$ cat src/rtl/data_ram_arbiter.sv
// -----------------------------------------------------------------------------
// data_ram_arbiter
//
// Shares one single-port 32-bit data RAM (combinational read, synchronous
// write, no byte enables) between two requesters:
//   m0 : CPU MEM stage, priority port
//   m1 : DMA / debug port
// Sub-word stores are carried out as read-modify-write (ACCESS reads the old
// word, MERGE writes the merged word). m0 wins ties until it has been granted
// STARVE_LIMIT times in a row while m1 was waiting; then m1 is served once.
//
// Handshake: a requester raises mN_req with we/addr/sel/wdata stable and keeps
// them until it sees mN_ack=1 for one cycle. mN_rdata/mN_err are valid only
// while mN_ack=1 and are 0 otherwise. req still high after ack is a new request.
//
// Ports:
//   clk, rst               clock, synchronous active-high reset
//   m0_* / m1_*            requester ports (req, we, addr, sel, wdata in;
//                          ack, rdata, err out)
//   ram_ce, ram_we,        RAM control/address/write data (decoded from
//   ram_addr, ram_wdata    registered state only)
//   ram_rdata              RAM combinational read data
//   dbg_state              current FSM state (IDLE=0 ACCESS=1 MERGE=2 DONE=3)
// -----------------------------------------------------------------------------
module data_ram_arbiter #(
    parameter int unsigned RAM_AW       = 17,
    parameter int unsigned MEM_WORDS    = 131071,
    parameter int unsigned STARVE_LIMIT = 4
) (
    input  logic              clk,
    input  logic              rst,

    input  logic              m0_req,
    input  logic              m0_we,
    input  logic [31:0]       m0_addr,
    input  logic [3:0]        m0_sel,
    input  logic [31:0]       m0_wdata,
    output logic              m0_ack,
    output logic [31:0]       m0_rdata,
    output logic              m0_err,

    input  logic              m1_req,
    input  logic              m1_we,
    input  logic [31:0]       m1_addr,
    input  logic [3:0]        m1_sel,
    input  logic [31:0]       m1_wdata,
    output logic              m1_ack,
    output logic [31:0]       m1_rdata,
    output logic              m1_err,

    output logic              ram_ce,
    output logic              ram_we,
    output logic [RAM_AW-1:0] ram_addr,
    output logic [31:0]       ram_wdata,
    input  logic [31:0]       ram_rdata,

    output logic [1:0]        dbg_state
);

    typedef enum logic [1:0] {
        IDLE   = 2'd0,
        ACCESS = 2'd1,
        MERGE  = 2'd2,
        DONE   = 2'd3
    } state_t;

    localparam int unsigned       SW        = $clog2(STARVE_LIMIT + 1);
    localparam logic [SW-1:0]     LIMIT     = SW'(STARVE_LIMIT);
    localparam logic [RAM_AW:0]   WORDS_LIM = (RAM_AW + 1)'(MEM_WORDS);

    state_t            state;
    logic              grant_q;     // 0 = m0, 1 = m1
    logic              we_q;
    logic [31:0]       addr_q;
    logic [3:0]        sel_q;
    logic [31:0]       wdata_q;
    logic [31:0]       old_q;
    logic [31:0]       rdata_q;
    logic              err_q;
    logic [SW-1:0]     starve_cnt;

    logic              m0_wins;
    logic [RAM_AW-1:0] word_idx;
    logic [31:0]       addr_hi;
    logic              out_of_range;
    logic              full_sel;
    logic              zero_sel;
    logic [31:0]       merged;

    // m0 keeps priority unless m1 has already been passed over STARVE_LIMIT times.
    assign m0_wins = m0_req && (!m1_req || (starve_cnt < LIMIT));

    assign word_idx     = addr_q[RAM_AW+1:2];
    assign addr_hi      = addr_q >> (RAM_AW + 2);
    assign out_of_range = ({1'b0, word_idx} >= WORDS_LIM) || (addr_hi != 32'd0);
    assign full_sel     = (sel_q == 4'b1111);
    assign zero_sel     = (sel_q == 4'b0000);

    always_comb begin
        merged = old_q;
        for (int i = 0; i < 4; i++) begin
            if (sel_q[i]) merged[8*i +: 8] = wdata_q[8*i +: 8];
        end
    end

    // RAM interface decode. rst also masks ce/we so that a write that was
    // pending when reset arrived (MERGE) never reaches the RAM.
    always_comb begin
        ram_ce    = 1'b0;
        ram_we    = 1'b0;
        ram_addr  = '0;
        ram_wdata = 32'd0;
        case (state)
            ACCESS: begin
                ram_addr = word_idx;
                if (!out_of_range) begin
                    if (!we_q) begin
                        ram_ce = 1'b1;
                    end else if (full_sel) begin
                        ram_ce    = 1'b1;
                        ram_we    = 1'b1;
                        ram_wdata = wdata_q;
                    end else if (!zero_sel) begin
                        ram_ce = 1'b1;      // RMW read phase
                    end
                end
            end
            MERGE: begin
                ram_ce    = 1'b1;
                ram_we    = 1'b1;
                ram_addr  = word_idx;
                ram_wdata = merged;
            end
            default: ;
        endcase
        if (rst) begin
            ram_ce = 1'b0;
            ram_we = 1'b0;
        end
    end

    always_ff @(posedge clk) begin
        if (rst) begin
            state      <= IDLE;
            grant_q    <= 1'b0;
            we_q       <= 1'b0;
            addr_q     <= 32'd0;
            sel_q      <= 4'd0;
            wdata_q    <= 32'd0;
            old_q      <= 32'd0;
            rdata_q    <= 32'd0;
            err_q      <= 1'b0;
            starve_cnt <= '0;
        end else begin
            case (state)
                IDLE: begin
                    if (m0_req || m1_req) begin
                        if (m0_wins) begin
                            grant_q    <= 1'b0;
                            we_q       <= m0_we;
                            addr_q     <= m0_addr;
                            sel_q      <= m0_sel;
                            wdata_q    <= m0_wdata;
                            starve_cnt <= m1_req ? starve_cnt + 1'b1 : '0;
                        end else begin
                            grant_q    <= 1'b1;
                            we_q       <= m1_we;
                            addr_q     <= m1_addr;
                            sel_q      <= m1_sel;
                            wdata_q    <= m1_wdata;
                            starve_cnt <= '0;
                        end
                        rdata_q <= 32'd0;
                        err_q   <= 1'b0;
                        state   <= ACCESS;
                    end
                end
                ACCESS: begin
                    if (out_of_range) begin
                        err_q   <= 1'b1;
                        rdata_q <= 32'd0;
                        state   <= DONE;
                    end else if (!we_q) begin
                        rdata_q <= ram_rdata;
                        state   <= DONE;
                    end else if (full_sel || zero_sel) begin
                        state <= DONE;
                    end else begin
                        old_q <= ram_rdata;
                        state <= MERGE;
                    end
                end
                MERGE:   state <= DONE;
                DONE:    state <= IDLE;
                default: state <= IDLE;
            endcase
        end
    end

    assign m0_ack   = (state == DONE) && !grant_q;
    assign m0_rdata = m0_ack ? rdata_q : 32'd0;
    assign m0_err   = m0_ack && err_q;

    assign m1_ack   = (state == DONE) && grant_q;
    assign m1_rdata = m1_ack ? rdata_q : 32'd0;
    assign m1_err   = m1_ack && err_q;

    assign dbg_state = state;

endmodule

$ cat config.mk
export PLATFORM = sky130hd
export DESIGN_NAME = data_ram_arbiter
export DESIGN_NICKNAME = d
export VERILOG_FILES = /design/src/rtl/data_ram_arbiter.sv
export SDC_FILE = /design/constraint.sdc
export NUM_CORES = 1
export LEC_CHECK = 0
export ABC_AREA = 1
export BUFFER_PORTS_ARGS = -buffer_cell sky130_fd_sc_hd__buf_2
export CELL_PAD_IN_SITES_DETAIL_PLACEMENT = 0
export CELL_PAD_IN_SITES_GLOBAL_PLACEMENT = 1
export CORE_MARGIN = 8
export CORE_UTILIZATION = 34
export DETAILED_ROUTE_END_ITERATION = 7
export GPL_ROUTABILITY_DRIVEN = 0
export PLACE_DENSITY = 0.86
export SYNTH_ARGS = -nofsm -noshare
export SYNTH_HDL_FRONTEND = slang
export SYNTH_SLANG_ARGS = --single-unit
$ cat constraint.sdc
create_clock -name clk -period 2.1 [get_ports clk]
set_clock_uncertainty 0.1 [all_clocks]
set_input_delay 0.105 -clock clk [delete_from_list [all_inputs] [get_ports clk]]
set_output_delay 0.105 -clock clk [all_outputs]
set_load 0.03 [all_outputs]
-- Word level (Yosys, flattened, before mapping)
Cells that the tools add are included.
- register bits after elaboration: 140
- input bits: 174
- output and inout bits: 121
- word-level logic and storage cells: 83
- add/sub/neg operators: 1
- order comparisons: 2
- equality and inequality tests: 7
- muxes and demuxes: 41
- bitwise operators: 2
- reductions and logical operators: 20
- operators by type and width (operator ; count):
    2-to-1 mux 32 bit ; 10
    one-hot mux 32 bit (2 select lines) ; 2
    2-to-1 mux 8 bit ; 4
    nonzero test 32 bit ; 1
    greater-or-equal comparator 17 bit (second input constant) ; 1
    2-to-1 mux 17 bit ; 1
    2-to-1 mux 1 bit ; 16
    one-hot mux 2 bit (4 select lines) ; 1
    2-to-1 mux 3 bit ; 2
    one-hot mux 1 bit (2 select lines) ; 3
    AND reduction 3 bit ; 2
    logical AND 1 bit ; 5
    == test 2 bit (second input constant) ; 2
    == test 4 bit (second input constant) ; 1
    logical NOT 4 bit ; 1
    logical OR 1 bit ; 4
    2-to-1 mux 4 bit ; 1
    inequality test 2 bit (second input constant) ; 2
    AND reduction 4 bit ; 1
    adder 3 x 1 -> 3 bit (second input constant) ; 1
    less-than comparator 3 bit (second input constant) ; 1
    inequality test 3 bit (second input constant) ; 1
    == test 2 x 1 -> 1 bit (second input constant) ; 1
    logical NOT 1 bit ; 2
    other kinds (6) ; 7

-- Longest topological paths before layout
- depth after elaboration: 7
- gate-level depth with buffers: 12
- gate-level depth less buffers: 11

-- Worst setup path after synthesis
Ideal clock, no wire load.
- path type: register to output
- start point: reg state[1], in the netlist dbg_state[1]
- end point: out m0_rdata[10]
- data arrival time: 2086 ps
- required time: 1895 ps
- path slack: -191 ps
- cell stages (with the launch flop): 7
- buffers on the path: 1
- cell sequence: dfxtp_1 > ha_1 > inv_1 > nor2_1 > inv_1 > buf_1 > nor2_1
- word-level cells in the longest chain between the ends: 3
- RTL lines (what ; line ; RTL):
    start: declaration ; 71 ; state_t state;
    start signal: assignment ; 144 ; state <= IDLE;
    start signal: assignment ; 175 ; state <= ACCESS;
    start signal: assignment ; 182 ; state <= DONE;
    == test 2 bit ; 200 ; assign m0_ack = (state == DONE) && !grant_q;
    logical AND 1 bit ; 200 ;
    named net m0_ack ; 38 ; output logic m0_ack,
    2-to-1 mux 32 bit ; 201 ; assign m0_rdata = m0_ack ? rdata_q : 32'd0;
    end: declaration ; 39 ; output logic [31:0] m0_rdata,
The timed path passes the listed nets, and every way through them passes these cells.

-- Worst setup path in the final report
- start point: reg addr_q[11]
- end point: out ram_wdata[28]
- word-level cells in the longest chain between the ends: 4
- RTL lines (what ; line ; RTL):
    start: declaration ; 74 ; logic [31:0] addr_q;
    start signal: assignment ; 161 ; addr_q <= m0_addr;
    start signal: assignment ; 168 ; addr_q <= m1_addr;
    greater-or-equal comparator 17 bit ; 95 ; assign out_of_range = ({1'b0, word_idx} >= WORDS_LIM) || (addr_hi != 32'd0);
    logical OR 1 bit ; 95 ;
    2-to-1 mux 32 bit ; 116 ; if (!out_of_range) begin
    one-hot mux 32 bit (2 select lines) ; 113 ; case (state)
    end: declaration ; 54 ; output logic [31:0] ram_wdata,
No other way between the ends.

==> run metrics <==
status=complete, but fails checks; failing checks=negative setup slack; most frequent cells after synthesis=nand2_1 (267), nor2_1 (143), dfxtp_1 (138), inv_1 (135); vias per cell=approximately 5.0; ys flop type=dfxtp_1; Iteration-0 DRC Markers=685; Clock Tree Root=clkbuf_16; Max-cap violations=0; DRC errors left=0; Worst Setup Start Kind=flip-flop; Tot Pwr=14.8 mW; Setup Viol. Count Final=28; overall die height=around 170 um; die outline area=28,600 um2; share of cells above drive strength 1=about a third; initial core utilization=34.2%; async set-reset flop share out of synthesis=0%; unrepaired setup endpoints after global routing=true; Die Wd=around 170 um; CTS H-tree depth=4; area growth from synthesis to layout=68.1%; sequential share of the synthesized area=34.7%; clk_lat worst skew=0.42 ns; crit path DAT=slightly below 2 ns; share of the synthesized area in the top cell type=34.7%; drt pass-1 iters=5; #FFs+latches synth=between 100 and 150; vias in the first global route=10,094; final cell count without fillers=2,014; Clock Pin Slew Worst Setup and Hold Paths=0.07 ns; Req. time, crit path=1.89 ns; post-route ant nets=0; routed len/inst=16.7 um; Yosys warning total=0; unique cell type count in the Yosys netlist=29; CTS Buffer Depth=2; first-pass GRT wire length=approximately 51 mm; initial antenna violation count=1; Slew headroom=64.5%; PortBufs=290; Final Util=57.6%; critical path class=flip-flop to primary output; Vias=10,083; cell area after synthesis=7960 um2; multi-input logic area=between 4000 and 5000 um2; post-synth top area cell=dfxtp_1; VDD IR max=approximately 0.57 mV; Clock Sinks=about 140; Mapped Nets=1,440; Cell Rows=56; Cells after Synth=1,260; most frequent cell after synthesis=nand2_1; hold slack final=0.0600 ns; GR Overflow Total=0; fin crit share=102%; HP Class=input pin to flip-flop; largest net degree at the start of global routing=140; IO Pins=295; routed wire length=33.7 mm; pre-CTS WS=0.140 ns; syn avg cell area=~6.3 um2; crit end category=primary output; cell total after placement=about 1,800; Final min period=2.15 ns; transition time of the tightest slew-check pin=0.532 ns; Worst Slack Setup Final=-0.0461 ns; FF/Latch Area=approximately 2800 um2; nets=1,862; CORE AREA=23,300 um2; CTS tree=done; number of flops mapped to enable cells by yosys=0; Critical Path Fanout Max=8; Pleak=5.76 nW; Hold Vio Cnt, Final=0; fillers=about 2,100; fmax=466 MHz; cells taking the most area after synthesis=dfxtp_1 (35%), nand2_1 (13%), nor2_1 (6.7%); Total GRT Usage=between 20% and 30%; DP Wirelength=around 21 mm; Pwr Density=about 1100 nW/um2; cts bufs inserted=17; Slew Limit Fails=0
critical path: stages, from the launching register on:
cell       delay [ns]
dfxtp_2          0.36
nand2_2          0.06
nor2_2           0.11
nand2_1          0.07
nor2_2           0.13
nand2_2          0.10
nand2_4          0.11
clkinv_8         0.10
clkbuf_16        0.19
nand3_4          0.07
a21oi_4          0.07
buf_6            0.15
cells in the final DEF, fill, tap and decap left out, types with 4 or more instances in the layout:
cell and instances:
nor3_2 14, buf_2 227, nand3b_1 32, dfxtp_2 11, clkinv_4 4, nand2_2 5, nand2_1 263, clkbuf_4 10
a21oi_4 32, nand3_1 34, a21oi_1 66, nand3_2 33, ha_1 4, clkbuf_16 23, a21oi_2 8, a31oi_1 68
nand4_1 35, buf_12 10, nor2_1 108, buf_6 42, nor3_1 19, inv_1 127, o21ai_0 75, nor2_2 35
inv_2 9, o21ai_1 26, buf_4 49, dlygate4sd3_1 168, o21ai_2 4, dfxtp_1 127
layer usage:
metal | vias up | wire [um] | GRT usage, %
met1 | 4689 | 13400 | 24.3
met5 | - | 0 | 0
met4 | 0 | 1080 | 9.12
li1 | 4978 | - | -
met3 | 67 | 2060 | 5.71
met2 | 349 | 17200 | 39.7
where the power goes:
group          total, mW  internal (mW)  switching, mW  leakage (nW)
Combinational       7.73           2.70           5.03          4.33
Sequential          4.04           3.51          0.536          1.14
Clock               3.07           1.82           1.25         0.290
timing repair:
action | 4_1_cts | 5_1_grt
hold buffers | 168 | 0
gates resized for setup | 120 | 134
pin swaps | 7 | 20
endpoints found under the setup margin | 67 | 143
buffers inserted | 8 | 3
gates cloned | 2 | 6
hold endpoints to repair | 132 | 0
per-stage QoR:
step	setup TNS [ns]	area (um2)
after floorplan	0	8400
after global placement	0	10200
after detailed placement	0	10200
after CTS	-1.42	12900
after global routing	-3.44	13400
final	-0.601	13400
flip-flops by register name (all words and copies together) (netlist names):
register	count
old_q	32
grant_q	1
dbg_state	2
err_q	1
rdata_q	32
we_q	1
starve_cnt	3
wdata_q	32
addr_q	30
sel_q	4
path summary, 6_finish.rpt:
check	startpoint	end	slack, ns	cells after the start
worst max-delay path	addr_q[11]$_SDFFE_PP0P_	ram_wdata[28]	-0.05	11
worst min-delay path	rst	rdata_q[17]$_SDFFE_PP0P_	0.06	4
worst max register to register	dbg_state[1]$_SDFFE_PP0P_	addr_q[22]$_SDFFE_PP0P_	0.17	7
worst min register to register	starve_cnt[1]$_SDFFE_PP0P_	starve_cnt[1]$_SDFFE_PP0P_	0.37	2
layout make-up:
class                      instances  area share (%)
sequential                       138            20.7
timing repair buffer             514            30.8
clock inverter                    12            1.04
clock buffer                      19            3.38
inverter                         138            3.99
multi-input combinational        873            37.0
tap                              319            2.98
antenna                            1          0.0187
cell families after synthesis:
| logic type | share of synthesized area [%] |
|---|---|
| AND/OR/NAND/NOR | 32.5 |
| adder cells (fa/ha/maj) | 0.943 |
| buffers and inverters | 12.8 |
| AO/OA/AOI/OAI | 19.0 |
| flip-flops | 34.7 |
(Power assumes the default switching activity.)
